### config.mk
export PLATFORM = sky130hd
export DESIGN_NAME = muntjac_btb_trainer
export DESIGN_NICKNAME = d
export VERILOG_FILES = /design/src/rtl/muntjac_pkg.sv /design/src/rtl/muntjac_btb_train_queue.sv /design/src/rtl/muntjac_btb_trainer.sv
export SDC_FILE = /design/constraint.sdc
export NUM_CORES = 1
export LEC_CHECK = 0
export BUFFER_PORTS_ARGS = -buffer_cell sky130_fd_sc_hd__buf_2
export CORE_MARGIN = 10
export CORE_UTILIZATION = 55
export DETAILED_ROUTE_END_ITERATION = 8
export HOLD_SLACK_MARGIN = 0.02
export PLACE_DENSITY = 0.77
export SYNTH_ARGS = -nofsm -noshare
export SYNTH_HDL_FRONTEND = slang
export SYNTH_HIERARCHICAL = 1
export SYNTH_SLANG_ARGS = --single-unit
### constraint.sdc
create_clock -name clk_i -period 20.2 [get_ports clk_i]
set_clock_uncertainty 0.15 [all_clocks]
set_input_delay 1.01 -clock clk_i [delete_from_list [all_inputs] [get_ports clk_i]]
set_output_delay 1.01 -clock clk_i [all_outputs]
set_load 0.03 [all_outputs]
### src/rtl/muntjac_pkg.sv
// Shared Muntjac types: branch type encoding and the BTB training request payload.
package muntjac_pkg;

  typedef enum logic [2:0] {
    BRANCH_NONE    = 3'b000,
    BRANCH_YIELD   = 3'b001,
    BRANCH_UNTAKEN = 3'b010,
    BRANCH_TAKEN   = 3'b011,
    BRANCH_JUMP    = 3'b100,
    BRANCH_CALL    = 3'b101,
    BRANCH_RET     = 3'b110
  } branch_type_e;

  // Widest supported address; narrower cores zero-extend into the payload.
  localparam int unsigned BtbAddrLen = 64;

  typedef struct packed {
    logic [BtbAddrLen-1:0] pc;
    branch_type_e          branch_type;
    logic                  partial;
    logic [BtbAddrLen-1:0] npc;
  } btb_train_req_t;

  typedef enum logic [1:0] {
    TRAIN_NONE,
    TRAIN_ALLOC,
    TRAIN_RETARGET,
    TRAIN_INVALIDATE
  } train_action_e;

endpackage

### src/rtl/muntjac_btb_train_queue.sv
// Circular FIFO with an extra wrap bit on each pointer and in-place overwrite of the newest entry.
module muntjac_btb_train_queue #(
  parameter int unsigned Depth = 4,
  parameter type         T     = logic
) (
  input  logic clk_i,
  input  logic rst_ni,
  input  logic flush_i,
  input  logic push_i,
  input  logic overwrite_i,
  input  T     data_i,
  input  logic pop_i,
  output logic valid_o,
  output T     head_o,
  output T     newest_o,
  output logic full_o,
  output logic drop_o
);

  localparam int unsigned PtrW = $clog2(Depth);

  logic [PtrW:0]   wptr_q, rptr_q, count;
  logic [PtrW-1:0] newest_idx;
  logic            empty, pop_en, ow_en, push_en;
  T                mem_q [Depth];

  assign count      = wptr_q - rptr_q;
  assign empty      = (wptr_q == rptr_q);
  assign full_o     = (count == (PtrW+1)'(Depth));
  assign valid_o    = !empty;
  assign newest_idx = wptr_q[PtrW-1:0] - 1'b1;
  assign head_o     = mem_q[rptr_q[PtrW-1:0]];
  assign newest_o   = mem_q[newest_idx];

  assign pop_en  = pop_i && !empty;
  // The newest slot cannot be reused once it is leaving as the last head.
  assign ow_en   = push_i && overwrite_i && !empty && !(pop_en && count == (PtrW+1)'(1));
  assign push_en = push_i && !ow_en && (!full_o || pop_en);
  assign drop_o  = push_i && !ow_en && full_o && !pop_en && !flush_i;

  always_ff @(posedge clk_i or negedge rst_ni) begin
    if (!rst_ni) begin
      wptr_q <= '0;
      rptr_q <= '0;
    end else if (flush_i) begin
      wptr_q <= '0;
      rptr_q <= '0;
    end else begin
      if (push_en) wptr_q <= wptr_q + 1'b1;
      if (pop_en)  rptr_q <= rptr_q + 1'b1;
    end
  end

  // Storage needs no reset: nothing is visible until a pointer covers it.
  always_ff @(posedge clk_i) begin
    if (!flush_i) begin
      if (push_en)    mem_q[wptr_q[PtrW-1:0]] <= data_i;
      else if (ow_en) mem_q[newest_idx]       <= data_i;
    end
  end

endmodule

### src/rtl/muntjac_btb_trainer.sv
// Compares resolved control flow with the fetch-time BTB prediction and queues BTB updates.
// Optional counters: define MUNTJAC_BTB_TRAIN_STATS_EN.
module muntjac_btb_trainer
  import muntjac_pkg::*;
#(
  parameter int unsigned AddrLen    = 64,
  parameter int unsigned QueueDepth = 4
) (
  input  logic               clk_i,
  input  logic               rst_ni,
  input  logic               resolve_valid_i,
  input  logic [AddrLen-1:0] resolve_pc_i,
  input  branch_type_e       resolve_branch_type_i,
  input  logic               resolve_partial_i,
  input  logic               resolve_taken_i,
  input  logic [AddrLen-1:0] resolve_npc_i,
  input  logic               pred_hit_i,
  input  logic [AddrLen-1:0] pred_npc_i,
  input  logic               flush_i,
  input  logic               train_ready_i,
  output logic               train_valid_o,
  output branch_type_e       train_branch_type_o,
  output logic [AddrLen-1:0] train_pc_o,
  output logic               train_partial_o,
  output logic [AddrLen-1:0] train_npc_o,
  output logic               queue_full_o
`ifdef MUNTJAC_BTB_TRAIN_STATS_EN
  ,
  output logic [31:0]        stat_trained_o,
  output logic [31:0]        stat_dropped_o
`endif
);

  train_action_e  action;
  btb_train_req_t req, head, newest;
  logic           npc_match, coalesce, q_valid, q_drop;

  assign npc_match = (resolve_npc_i[AddrLen-1:1] == pred_npc_i[AddrLen-1:1]);

  always_comb begin
    action = TRAIN_NONE;
    if (resolve_valid_i) begin
      if (resolve_taken_i && !pred_hit_i)     action = TRAIN_ALLOC;
      else if (resolve_taken_i && !npc_match) action = TRAIN_RETARGET;
      else if (!resolve_taken_i && pred_hit_i) action = TRAIN_INVALIDATE;
    end
  end

  always_comb begin
    req             = '0;
    req.pc          = BtbAddrLen'(resolve_pc_i);
    req.partial     = resolve_partial_i;
    req.branch_type = resolve_branch_type_i;
    req.npc         = BtbAddrLen'({resolve_npc_i[AddrLen-1:1], 1'b0});
    if (action == TRAIN_INVALIDATE) begin
      req.branch_type = BRANCH_NONE;
      req.npc         = '0;
    end
  end

  // Same 4-byte slot as the newest queued entry: the later outcome supersedes it.
  assign coalesce = (newest.pc[AddrLen-1:2] == resolve_pc_i[AddrLen-1:2]);

  muntjac_btb_train_queue #(
    .Depth (QueueDepth),
    .T     (btb_train_req_t)
  ) u_queue (
    .clk_i       (clk_i),
    .rst_ni      (rst_ni),
    .flush_i     (flush_i),
    .push_i      (action != TRAIN_NONE),
    .overwrite_i (coalesce),
    .data_i      (req),
    .pop_i       (train_ready_i),
    .valid_o     (q_valid),
    .head_o      (head),
    .newest_o    (newest),
    .full_o      (queue_full_o),
    .drop_o      (q_drop)
  );

  assign train_valid_o       = q_valid;
  assign train_branch_type_o = q_valid ? head.branch_type : BRANCH_NONE;
  assign train_pc_o          = q_valid ? head.pc[AddrLen-1:0] : '0;
  assign train_partial_o     = q_valid ? head.partial : 1'b0;
  assign train_npc_o         = q_valid ? head.npc[AddrLen-1:0] : '0;

  logic unused_bits;
  assign unused_bits = ^{newest.branch_type, newest.partial, newest.npc, newest.pc[1:0],
                         resolve_npc_i[0], pred_npc_i[0]};

`ifdef MUNTJAC_BTB_TRAIN_STATS_EN
  always_ff @(posedge clk_i or negedge rst_ni) begin
    if (!rst_ni) begin
      stat_trained_o <= '0;
      stat_dropped_o <= '0;
    end else begin
      if (train_valid_o && train_ready_i && stat_trained_o != '1)
        stat_trained_o <= stat_trained_o + 32'd1;
      if (q_drop && stat_dropped_o != '1)
        stat_dropped_o <= stat_dropped_o + 32'd1;
    end
  end
`else
  logic unused_drop;
  assign unused_drop = q_drop;
`endif

endmodule

==> results.py, run 1 <==
metrics = {
    "sta": {
        "tightest_slew_ns": 1.03,
        "max_freq_ghz": 0.140,
        "fin_crit_ns": 7.13,
        "setup_viol": 0,
        "fin_crit_sh_pct": 35.3,
        "holdWs_ns": 0.0940,
        "slew_headroom_pct": 31.4,
        "rsz0062_at_grt": "false",
        "fin_ws_ns": 13.07,
        "finalHoldViolCount": 0,
        "fin_tns_setup_ns": 0,
        "slew_violations": 0,
    },
    "power": {
        "p_clk_share_pct": 22.5,
        "p_per_area_nw_per_um2": 150,
        "switchingPower_mw": 1.62,
        "power_mw": 4.18,
        "p_leak_nw": 9.62,
        "power_frac_seq_pct": 34.3,
        "p_comb_share_pct": 43.2,
        "internal_power_mw": 2.56,
        "vdd_drop_max_v": 0.0000903,
        "p_sw_share_pct": 38.7,
    },
    "critical_path": {
        "worst-r2r-cell-count": 12,
        "r2r-start": "u_queue/wptr_q[0]$_DFFE_PN0P_",
        "r2r_setup_slack_ns": 13.07,
        "setup.worst_path.end": "u_queue/mem_q[1][111]$_DFFE_PP_",
        "r2r_end": "u_queue/mem_q[1][111]$_DFFE_PP_",
        "crit_type": "reg2reg",
        "startpoint": "u_queue/wptr_q[0]$_DFFE_PN0P_",
        "path_cells": "ha_4 > buf_4 > mux4_2 > xor2_1 > nor4_1 > nand4_1 > nor4_1 > o211ai_1 > nor3_2 > nand2_1 > o22ai_4 > buf_4",
        "path_buf_inv": 2,
        "endpoint_kind": "flip-flop",
        "critical_path_arrival_ns": 7.19,
        "start_kind": "flip-flop",
        "required_ns": 20.25,
        "path_depth": 12,
        "cp_top_family": "simple AND/OR/NAND/NOR gates",
        "crit_fanout": 57,
        "worst_path_largest_cell_delay_ns": 0.89,
        "critPathSlowestCell": "dfrtp_4",
    },
    "placement": {
        "port_buffers": 334,
        "hpwl_um": 38700,
        "placed_area_um2": 26300,
        "place.gp.congestion": 0.955,
        "placed_cells_incl_taps": 2116,
        "dpl_worst_slack_ns": 12.91,
    },
    "cells_and_area": {
        "final_area_um2": 27900,
        "stdcell_count": 2217,
        "utilization_pct": 64.8,
        "drive_gt1_share_pct": 40.6,
        "fin_nets": 1794,
        "area_delta_synth_final_pct": 16.5,
    },
    "clock_network": {
        "cts_sinks": 534,
        "cts_tree": "built",
        "cts_resized": 0,
        "root_buffer": "clkbuf_16",
        "cts_setup_buffers": 0,
        "clkLatencyLatePin_ns": 0.59,
        "path_clk_slew_ns": 0.06,
        "cts_made_buffers": 52,
        "cts_max_level": 2,
        "cts_hold_buf": 0,
        "cts_buffer_depth": 3,
    },
    "routing": {
        "via_count": 13400,
        "viasPerCell": 6.05,
        "met2_wirelength_um": 29300,
        "drc": 0,
        "firstDrtPassIters": 5,
        "met1_length_um": 22800,
        "routed_wl_um": 58900,
        "dr_wl_met3_um": 5010,
        "top_layer_used": "met5",
        "post_drt_wl_per_cell_um": 26.6,
        "antenna_left": 0,
        "drt_iter0_markers": 1332,
    },
    "run": {
        "maxCapViolations": 0,
    },
    "floorplan": {
        "rows": 76,
        "initial_utilization_pct": 55.6,
        "die_width_um": 229,
        "core_um2": 43100,
        "io_pins": 337,
        "fp.dieH_um": 229,
        "die-area_um2": 52300,
    },
    "worst_hold_path": {
        "worstHoldPathType": "in2async",
    },
    "global_routing": {
        "grt_start_max_net_pins": 73,
        "track_usage_pct": 22.2,
        "grt_pass1_vias": 14200,
        "antenna_found_initial": 10,
        "grt_remaining_overflow": 0,
        "grt_pass1_wl_um": 88500,
    },
    "synth": {
        "syn_area_um2": 24000,
        "avgSynthCellArea_um2": 19.1,
        "synthCells": 1252,
        "synth_warnings": 6,
    },
    "run_status": {
        "status": "finished clean",
    },
}
[cells in the final DEF, fill, tap and decap left out, types with 5 or more instances in the layout]
cell type / n
edfxtp_1: 528
buf_2: 334
mux4_2: 194
and2_1: 132
xor2_1: 82
clkbuf_16: 53
a21boi_0: 37
xnor2_1: 28
inv_1: 25
nor4_1: 23
buf_4: 20
clkinv_2: 15
a21oi_2: 14
nand4_1: 11
a21boi_1: 10
clkbuf_1: 9
nor2_1: 9
clkinv_1: 8
diode_2: 7
nand2_1: 6
o22ai_1: 5
a21boi_2: 5
bufinv_16: 5
[area by class of cell]
| cell class | instances | area (um^2) |
|---|---|---|
| timing repair buffer | 354 | 1820 |
| clock buffer | 62 | 1360 |
| tap | 585 | 732 |
| fill | 2979 | 15200 |
| multi-input combinational | 618 | 7600 |
| clock inverter | 32 | 288 |
| inverter | 25 | 93.8 |
| sequential | 534 | 16000 |
| antenna | 7 | 17.5 |
[layer usage]
metal | global-route usage, % | vias up
li1 | - | 5718
met1 | 28.8 | 6941
met2 | 36.3 | 633
met3 | 5.53 | 102
met4 | 7.42 | 10
met5 | 0 | -
[flip-flops by register name (all words and copies together), names as in the netlist]
register        cells
u_queue/wptr_q      3
u_queue/rptr_q      3
u_queue/mem_q     528
[worst min-delay path by stage]
stage | start | endpoint | slack, ns | cells past startpoint
floorplan | u_queue/rptr_q[2]$_DFFE_PN0P_ | u_queue/rptr_q[2]$_DFFE_PN0P_ | 0.40 | 2
global placement | u_queue/rptr_q[2]$_DFFE_PN0P_ | u_queue/rptr_q[2]$_DFFE_PN0P_ | 0.43 | 2
detailed placement | u_queue/rptr_q[2]$_DFFE_PN0P_ | u_queue/rptr_q[2]$_DFFE_PN0P_ | 0.43 | 2
CTS | rst_ni | u_queue/wptr_q[0]$_DFFE_PN0P_ | 0.07 | 1
global route | rst_ni | u_queue/wptr_q[0]$_DFFE_PN0P_ | 0.08 | 1
finish | rst_ni | u_queue/wptr_q[0]$_DFFE_PN0P_ | 0.09 | 1
[power groups by stage]
stage / clock network [mW] / registers [mW] / logic (mW)
floorplan: 0 / 1.44 / 1.32
global placement: 0 / 1.45 / 1.83
detailed placement: 0 / 1.46 / 1.83
CTS: 0.958 / 1.44 / 1.84
global route: 1.00 / 1.45 / 1.92
finish: 0.940 / 1.43 / 1.80
No activity file was read; power rests on OpenSTA's default activity.
==> inputs of run 2 (changes only) <==
--- a/config.mk
+++ b/config.mk
@@ -7,7 +7,7 @@
 export LEC_CHECK = 0
 export BUFFER_PORTS_ARGS = -buffer_cell sky130_fd_sc_hd__buf_2
 export CORE_MARGIN = 10
-export CORE_UTILIZATION = 55
+export CORE_UTILIZATION = 53
 export DETAILED_ROUTE_END_ITERATION = 8
 export HOLD_SLACK_MARGIN = 0.02
 export PLACE_DENSITY = 0.77
==> constraint.sdc (replaced) <==
create_clock -name clk_i -period 6 [get_ports clk_i]
set_clock_uncertainty 0.15 [all_clocks]
set_input_delay 0.3 -clock clk_i [delete_from_list [all_inputs] [get_ports clk_i]]
set_output_delay 0.3 -clock clk_i [all_outputs]
set_load 0.03 [all_outputs]
==> results.py, run 2 (synthesis results as in run 1) <==
metrics = {
    "cells_and_area": {
        "layout_commonest_cell": "edfxtp_1",
        "utilization_pct": 65.7,
        "regMostFlops": "u_queue/mem_q",
        "fin_nets": 1919,
        "drive_gt1_share_pct": 38.0,
        "area_delta_synth_final_pct": 22.0,
        "top_regs": "u_queue/mem_q (528), u_queue/rptr_q (3), u_queue/wptr_q (3)",
        "largest_register_ffs": 528,
        "layout_common_cells": "edfxtp_1 (528), buf_2 (334), mux4_2 (194)",
    },
    "critical_path": {
        "start_kind": "flip-flop",
        "r2r_end": "u_queue/mem_q[2][37]$_DFFE_PP_",
        "crit_type": "reg2reg",
        "startpoint": "u_queue/wptr_q[1]$_DFFE_PN0P_",
        "endpoint_kind": "flip-flop",
        "required_ns": 6.08,
        "worst-r2r-cell-count": 14,
        "crit_fanout": 64,
        "r2r_setup_slack_ns": 1.03,
        "r2r-start": "u_queue/wptr_q[1]$_DFFE_PN0P_",
        "critical_path_arrival_ns": 5.05,
    },
    "sta": {
        "rsz0062_at_grt": "false",
        "holdWs_ns": 0.0556,
        "fin_crit_sh_pct": 82.9,
        "slew_headroom_pct": 23.0,
        "max_freq_ghz": 0.201,
        "setup_viol": 0,
        "finalHoldViolCount": 0,
        "fin_crit_ns": 4.97,
        "tightest_slew_ns": 1.15,
        "slew_violations": 0,
    },
    "floorplan": {
        "die-area_um2": 54100,
        "die_width_um": 233,
        "core_um2": 44500,
        "initial_utilization_pct": 53.8,
        "fp.dieH_um": 233,
        "rows": 77,
        "io_pins": 337,
    },
    "global_routing": {
        "antenna_found_initial": 3,
        "grt_remaining_overflow": 0,
        "grt_start_max_net_pins": 101,
        "grt_pass1_wl_um": 92300,
        "track_usage_pct": 22.7,
        "grt_pass1_vias": 14700,
    },
    "routing": {
        "antenna_left": 0,
        "routed_wl_um": 61600,
        "drc": 0,
        "viasPerCell": 5.95,
        "post_drt_wl_per_cell_um": 26.3,
        "firstDrtPassIters": 5,
        "drt_iter0_markers": 1491,
        "via_count": 13900,
    },
    "clock_network": {
        "cts_made_buffers": 53,
        "path_clk_slew_ns": 0.06,
        "clkLatencyLatePin_ns": 0.59,
        "cts_setup_buffers": 0,
        "cts_tree": "built",
        "cts_buffer_depth": 3,
        "cts_max_level": 2,
        "cts_hold_buf": 113,
        "cts_resized": 0,
        "cts_sinks": 534,
        "root_buffer": "clkbuf_16",
    },
    "worst_hold_path": {
        "min_to": "u_queue/mem_q[0][17]$_DFFE_PP_",
        "hold_start": "resolve_npc_i[17]",
        "whs_path_depth": 2,
        "worstHoldPathType": "in2reg",
    },
    "power": {
        "vdd_drop_max_v": 0.000418,
        "power_mw": 14.1,
        "p_leak_nw": 10.2,
        "p_per_area_nw_per_um2": 483,
    },
    "run": {
        "maxCapViolations": 0,
    },
    "placement": {
        "place.gp.congestion": 0.932,
        "hpwl_um": 40600,
        "port_buffers": 334,
    },
    "run_status": {
        "status": "finished clean",
    },
}
[run 2: layout make-up]
cell class,instances,area [um^2]
multi-input combinational,618,7610
sequential,534,16000
tap,592,741
fill,3025,15300
timing repair buffer,478,3160
antenna,3,7.51
clock buffer,64,1390
inverter,25,93.8
clock inverter,32,214
[run 2: power by group]
| part | switching [mW] | internal, mW | total [mW] | leakage (nW) |
|---|---|---|---|---|
| sequential | 0.213 | 4.55 | 4.77 | 4.88 |
| combinational | 3.94 | 2.36 | 6.30 | 4.49 |
| clock | 1.33 | 1.73 | 3.06 | 0.792 |
| total | 5.48 | 8.64 | 14.1 | 10.2 |
[run 2: critical path: stages, from the launching register on]
cell and delay, ns:
dfrtp_1 0.49, ha_4 0.56, buf_4 0.38, mux4_2 0.36
xor2_1 0.18, nor4_1 0.40, nand4_1 0.23, nor4_1 0.36
buf_4 0.19, o211ai_1 0.14, nor3_2 0.24, buf_4 0.19
nand3b_1 0.11, o31ai_4 0.15, buf_12 0.38
[run 2: how the worst max path moves through the flow]
stage	end	slack [ns]
6_report	u_queue/mem_q[2][37]$_DFFE_PP_	1.03
2_1_floorplan	u_queue/mem_q[0][0]$_DFFE_PP_	-1.43
4_1_cts	u_queue/mem_q[0][81]$_DFFE_PP_	1.0
3_3_place_gp	u_queue/mem_q[0][81]$_DFFE_PP_	1.10
3_5_place_dp	u_queue/mem_q[0][8]$_DFFE_PP_	1.03
5_1_grt	u_queue/mem_q[2][37]$_DFFE_PP_	0.75
[run 2: through the flow]
step	cell area (um^2)	setup WS, ns	TNS [ns]	cells
finish	29200	1.03	0	2346
global route	29200	0.748	0	2343
CTS	29200	0.997	0	2343
detailed placement	26500	1.03	0	2134
global placement	26500	1.10	0	2134
floorplan	24000	-1.43	-494.54	1255
[run 2: routing by layer]
metal / global-route usage (%) / share of wire [%] / wire length (um)
met1: 29.8 / 39 / 23900
met2: 37.5 / 50 / 31000
met3: 4.87 / 8.3 / 5080
met4: 6.92 / 2.7 / 1630
met5: 0 / 0.021 / 13
